<file path="src/rtl/player_input_if.sv">
// Button inputs and player-facing outputs of the player input front-end.
interface player_input_if;
   logic        btn_left;
   logic        btn_right;
   logic        btn_fire;
   logic [11:0] btn_col;
   logic [7:0]  btn_missle_en;
   logic        fire_pulse;

   modport master (
      output btn_left, btn_right, btn_fire,
      input  btn_col, btn_missle_en, fire_pulse
   );

   modport slave (
      input  btn_left, btn_right, btn_fire,
      output btn_col, btn_missle_en, fire_pulse
   );
endinterface

</file>
<file path="src/rtl/player_input_ctrl.sv">
// Player input front-end: 2-flop sync + debounce per button, ticked column stepping, round-robin fire toggles.
// Latency: raw edge -> debounced level 2+DEBOUNCE_CYCLES clks, debounced fire -> toggle 2 clks; no backpressure.
module player_input_ctrl #(
   parameter int DEBOUNCE_CYCLES = 315000,
   parameter int MOVE_TICK       = 250000,
   parameter int STEP            = 2,
   parameter int COL_MIN         = 0,
   parameter int COL_MAX         = 609,
   parameter int COL_INIT        = 305,
   parameter int FIRE_COOLDOWN   = 8000000
) (
   input  logic           clk,
   input  logic           rst,
   player_input_if.slave  io
);
   localparam int DW = $clog2(DEBOUNCE_CYCLES + 1);
   localparam int TW = $clog2(MOVE_TICK + 1);
   localparam int CW = $clog2(FIRE_COOLDOWN + 1);

   typedef enum logic [1:0] {
      S_IDLE,
      S_FIRE,
      S_COOLDOWN,
      S_WAIT_RELEASE
   } fire_state_t;

   // Button index: 0 = left, 1 = right, 2 = fire
   logic [2:0]    sync_1;
   logic [2:0]    sync_2;
   logic [2:0]    level;
   logic [DW-1:0] db_cnt [3];

   logic [TW-1:0] tick_cnt;
   logic          tick;
   logic [12:0]   col_inc;
   logic [12:0]   col_dec;
   logic [11:0]   next_col;

   fire_state_t   state;
   logic [2:0]    slot;
   logic [CW-1:0] cooldown;

   always_ff @(posedge clk) begin
      if (rst) begin
         sync_1 <= '0;
         sync_2 <= '0;
         level  <= '0;
         for (int i = 0; i < 3; i++) db_cnt[i] <= '0;
      end else begin
         sync_1 <= {io.btn_fire, io.btn_right, io.btn_left};
         sync_2 <= sync_1;
         for (int i = 0; i < 3; i++) begin
            if (sync_2[i] == level[i]) begin
               db_cnt[i] <= '0;
            end else if (db_cnt[i] == DW'(DEBOUNCE_CYCLES - 1)) begin
               level[i]  <= ~level[i];
               db_cnt[i] <= '0;
            end else begin
               db_cnt[i] <= db_cnt[i] + 1'b1;
            end
         end
      end
   end

   assign tick    = (tick_cnt == TW'(MOVE_TICK - 1));
   assign col_inc = {1'b0, io.btn_col} + 13'(STEP);
   assign col_dec = {1'b0, io.btn_col} - 13'(STEP);

   // Saturate in 13 bits so a step below COL_MIN never wraps to a huge column.
   always_comb begin
      next_col = io.btn_col;
      if (level[0] && !level[1]) begin
         if ({1'b0, io.btn_col} < 13'(COL_MIN + STEP))
            next_col = 12'(COL_MIN);
         else
            next_col = col_dec[11:0];
      end else if (level[1] && !level[0]) begin
         if (col_inc > 13'(COL_MAX))
            next_col = 12'(COL_MAX);
         else
            next_col = col_inc[11:0];
      end
   end

   always_ff @(posedge clk) begin
      if (rst) begin
         tick_cnt  <= '0;
         io.btn_col <= 12'(COL_INIT);
      end else begin
         tick_cnt <= tick ? '0 : tick_cnt + 1'b1;
         if (tick) io.btn_col <= next_col;
      end
   end

   // fire_pulse is registered on entry to S_FIRE so it is high exactly in that state.
   always_ff @(posedge clk) begin
      if (rst) begin
         state            <= S_IDLE;
         slot             <= '0;
         cooldown         <= '0;
         io.btn_missle_en <= '0;
         io.fire_pulse    <= 1'b0;
      end else begin
         io.fire_pulse <= 1'b0;
         case (state)
            S_IDLE: begin
               if (level[2]) begin
                  state         <= S_FIRE;
                  io.fire_pulse <= 1'b1;
               end
            end
            S_FIRE: begin
               io.btn_missle_en[slot] <= ~io.btn_missle_en[slot];
               slot     <= slot + 3'd1;
               cooldown <= CW'(FIRE_COOLDOWN - 1);
               state    <= S_COOLDOWN;
            end
            S_COOLDOWN: begin
               if (cooldown == '0) state <= S_WAIT_RELEASE;
               else                cooldown <= cooldown - 1'b1;
            end
            S_WAIT_RELEASE: begin
               if (!level[2]) state <= S_IDLE;
            end
            default: state <= S_IDLE;
         endcase
      end
   end
endmodule

</file>
<file path="src/flat_wrapper.sv">
// flat-port wrapper written by rule: the top's interface ports become plain ports
module player_input_ctrl_flat 
#(
   parameter int DEBOUNCE_CYCLES = 315000,
   parameter int MOVE_TICK       = 250000,
   parameter int STEP            = 2,
   parameter int COL_MIN         = 0,
   parameter int COL_MAX         = 609,
   parameter int COL_INIT        = 305,
   parameter int FIRE_COOLDOWN   = 8000000
)
  (clk, rst, io_btn_left, io_btn_right, io_btn_fire, io_btn_col, io_btn_missle_en, io_fire_pulse);
  player_input_if io_i ();
  input  logic clk;
  input  logic rst;
  input wire logic [$bits(io_i.btn_left)-1:0] io_btn_left;
  input wire logic [$bits(io_i.btn_right)-1:0] io_btn_right;
  input wire logic [$bits(io_i.btn_fire)-1:0] io_btn_fire;
  output wire logic [$bits(io_i.btn_col)-1:0] io_btn_col;
  output wire logic [$bits(io_i.btn_missle_en)-1:0] io_btn_missle_en;
  output wire logic [$bits(io_i.fire_pulse)-1:0] io_fire_pulse;
  assign io_i.btn_left = io_btn_left;
  assign io_i.btn_right = io_btn_right;
  assign io_i.btn_fire = io_btn_fire;
  assign io_btn_col = io_i.btn_col;
  assign io_btn_missle_en = io_i.btn_missle_en;
  assign io_fire_pulse = io_i.fire_pulse;
  player_input_ctrl #(.DEBOUNCE_CYCLES(DEBOUNCE_CYCLES), .MOVE_TICK(MOVE_TICK), .STEP(STEP), .COL_MIN(COL_MIN), .COL_MAX(COL_MAX), .COL_INIT(COL_INIT), .FIRE_COOLDOWN(FIRE_COOLDOWN)) u_core (.clk(clk), .rst(rst), .io(io_i));
endmodule
</file>
<file path="config.mk">
export PLATFORM = sky130hd
export DESIGN_NAME = player_input_ctrl_flat
export DESIGN_NICKNAME = d
export VERILOG_FILES = /design/src/rtl/player_input_if.sv /design/src/rtl/player_input_ctrl.sv /design/src/flat_wrapper.sv
export SDC_FILE = /design/constraint.sdc
export NUM_CORES = 1
export LEC_CHECK = 0
export ABC_AREA = 1
export ABC_CLOCK_PERIOD_IN_PS = 2500
export CORE_ASPECT_RATIO = 1.5
export CORE_UTILIZATION = 33
export CTS_CLUSTER_DIAMETER = 50
export DETAILED_ROUTE_END_ITERATION = 6
export HOLD_SLACK_MARGIN = 0.12
export SYNTH_ARGS = -nofsm -noshare
export SYNTH_HDL_FRONTEND = slang
export SYNTH_SLANG_ARGS = --single-unit
</file>
<file path="constraint.sdc">
create_clock -name clk -period 2.5 [get_ports clk]
set_input_delay 0.375 -clock clk [delete_from_list [all_inputs] [get_ports clk]]
set_output_delay 0.375 -clock clk [all_outputs]
set_load 0.05 [all_outputs]
</file>
==> reports/qor.yml <==
status:
  status: "finished, violations left"
  violations: "DRC"
power:
  powerDensity_nw_per_um2: 789.8
  ir_drop_v: 0.0004533
  leakagePower_nw: 3.591
cells_and_area:
  layout-drive-gt1-share: 0.07755
  finalNetCount: 1103
  final_util: 0.3955
  fin_area_um2: 8820
  multi_input_area_um2: 3925
  antenna_cells: 0
  syn_to_final_growth_pct: 17.94
  final_cells: 1372
  fillers: 2330
  register_area_um2: 3233
logic_synthesis:
  ys_ff_latch: 133
  yosysSeqAreaShare: 0.4323
  synth_top_family_by_area: "simple AND/OR/NAND/NOR gates"
  synth_xor_area_frac: 0.04685
  ys_dominant_reg_cell: "dfxtp_1"
  syn_avg_cell_area_um2: 7.531
  muxShareOfSynthArea: 0
  yosysTopAreaCellShare: 0.2289
  synth_area_leaders: "edfxtp_1, dfxtp_1, nand2_1"
  synthAdderAreaFrac: 0.02510
  synth_area_um2: 7478
  yosysUniqueCellTypes: 44
  ys_warn_count: 0
  synthSimpleGateAreaFrac: 0.3194
  synth_top_cell_by_area: "edfxtp_1"
  async_flop_share: 0
  syn_inst: 993
  synth_edf_count: 57
  synth-compound-area-share: 0.1049
sta:
  setup_viol: 0
  tightest_slew_ps: 773.7
  post-route-period-util: 0.9208
  layout_min_cycle_time_ps: 2302
  timing.slew.headroom: 0.4786
  fmax_ghz: 0.4344
  hold_viol: 0
  slew_viol_final: 0
  whs_ps: 402.9
  tns_ps: 0
  rsz0062_at_grt: "no"
  skew_ps: 12.22
floorplan:
  die_area_um2: 23280
  initial_core_util: 0.3354
  core-area_um2: 22300
  die_h_um: 186.4
  ios: 26
  die_w_um: 124.9
  rows: 67
clock_network:
  clkSinkCount: 133
  postCtsSetupRepairBufs: 0
  cts_buffers: 17
  cts_hold_buf: 0
  clkLatencyLatePin_ps: 420
  htreeDepth: 4
  cts_tree: "built"
  clock_path_buffers: 2
  cts.repair.resized: 0
  clk_pin_slew_ps: 60
  cts_root_buf: "clkbuf_16"
placed_design:
  place.gp.congestion: 0.8646
  dpl.cell_count: 1340
  dp_hpwl_um: 12350
  port_buffers: 25
  place_area_um2: 8243
detailed_routing:
  routed_wl_um: 16650
  via_per_inst: 4.746
  first_pass_iters: 6
  drc: 4
  drt_iter0_drc: 314
  routedWlPerCell_um: 12.14
  vias: 6511
  ant_nets: 0
critical_path:
  cp-end-kind: "output port"
  crit_type: "register to output port"
  arrival_ps: 1930
  slowest_stage: "clkdlybuf4s50_1"
  slowest_delay_ps: 950
  path_cells: "clkdlybuf4s50_1"
  critical-path-top-delay-family: "buffers and inverters"
  crit_fanout: 11
  critPathLaunchType: "register"
  worst-path-buf-inv: 1
  crit_required_ps: 2120
global_routing:
  grt-ovfl-total: 0
  grt_use_total: 0.1541
  grt_pass1_vias: 6407
  antenna_found_initial: 0
  grt_max_degree: 30
  grt_pass1_wl_um: 29070
flow_run:
  cap_violations: 0
worst_hold_path:
  hold_path_class: "register to register"
-- cell type report --
type | instances | area share
sequential | 133 | 0.3666
inverter | 118 | 0.05036
multi-input combinational | 782 | 0.4450
timing repair buffer | 31 | 0.03348
clock buffer | 20 | 0.05065
tap | 276 | 0.03915
clock inverter | 12 | 0.01475
-- where the power goes --
group,internal [mW],switching [mW]
sequential,2.48,0.199
combinational,0.622,1.20
clock,1.49,0.978
total,4.59,2.37
-- worst paths after layout --
path | startpoint | to | slack, ps | depth (start not counted)
setup reg to reg | u_core.io.btn_col[1] | u_core.io.btn_col[0] | 440 | 10
setup / recovery | u_core.io.btn_col[8] | io_btn_col[8] | 200 | 1
hold reg to reg | u_core.sync_1[1] | u_core.sync_2[1] | 400 | 2
hold / removal | u_core.sync_1[1] | u_core.sync_2[1] | 400 | 2
-- cell usage after synthesis, types with 4 or more instances --
library cell  instances
a21oi_1              72
a31oi_1               6
buf_2                 6
clkbuf_1              7
dfxtp_1              76
edfxtp_1             57
ha_1                 15
inv_1               111
nand2_1             183
nand2_2               7
nand3_1              54
nand3_2               5
nand4_1              23
nor2_1              157
nor2_2               13
nor3_1               43
nor3b_1              12
nor4_1                6
o21a_1                6
o21ai_0              43
o21ai_1               4
or2_2                11
xnor2_1               8
xor2_1               32
-- flip-flops by register name (all words and copies together), names as in the netlist --
| signal | count |
|---|---|
| u_core.state | 2 |
| u_core.db_cnt | 57 |
| u_core.tick_cnt | 18 |
| u_core.slot | 3 |
| u_core.level | 3 |
| u_core.sync_1 | 3 |
| u_core.cooldown | 23 |
| u_core.io.btn_missle_en | 8 |
| u_core.io.btn_col | 12 |
| u_core.sync_2 | 3 |
| u_core.io.fire_pulse | 1 |
-- metal layers --
| layer | share of wire | track usage | wire (um) |
|---|---|---|---|
| met5 | 0 | 0 | 0 |
| met4 | 0.030 | 0.07786 | 502 |
| met2 | 0.51 | 0.2777 | 8556 |
| met3 | 0.028 | 0.03039 | 464 |
| met1 | 0.43 | 0.1714 | 7130 |
-- worst min-delay path, stage by stage (launching register included) --
cell and delay (ps):
dfxtp_1 290, inv_1 40, nor2_1 30
-- cells by family (layout without fill, tap and decap cells) --
group                    after synthesis  after routing
XOR/XNOR                              40             40
other                                  1             57
AND/OR/NAND/NOR                      526            526
flip-flops                           133            133
AO/OA/AOI/OAI                        144            144
adder cells (fa/ha/maj)               15             15
buffers and inverters                134            181
-- cells in the final DEF, fill, tap and decap left out, types with 4 or more instances in the layout --
cell type,synthesis,layout
nand3_1,54,54
nor4_1,6,6
nor2_2,13,13
xnor2_1,8,8
a21oi_1,72,72
buf_4,1,6
nor3b_1,12,12
o21ai_1,4,4
o21ai_0,43,43
nand4_1,23,23
nand3_2,5,5
dfxtp_1,76,76
nand2_2,7,7
o21a_1,6,6
inv_1,111,111
clkdlybuf4s50_1,0,25
edfxtp_1,57,57
clkinv_2,1,5
ha_1,15,15
nand2_1,183,183
xor2_1,32,32
nor2_1,157,157
or2_2,11,11
conb_1,1,57
clkbuf_16,0,17
nor3_1,43,43
a31oi_1,6,6
-- per-stage QoR --
stage	setup slack [ps]	power, mW
detailed placement	377.9	4.533
global placement	424.1	4.523
CTS	164.7	7.029
finish	197.9	6.966
global route	98.87	7.439
floorplan	351.9	4.152
No activity file was read; power rests on OpenSTA's default activity.
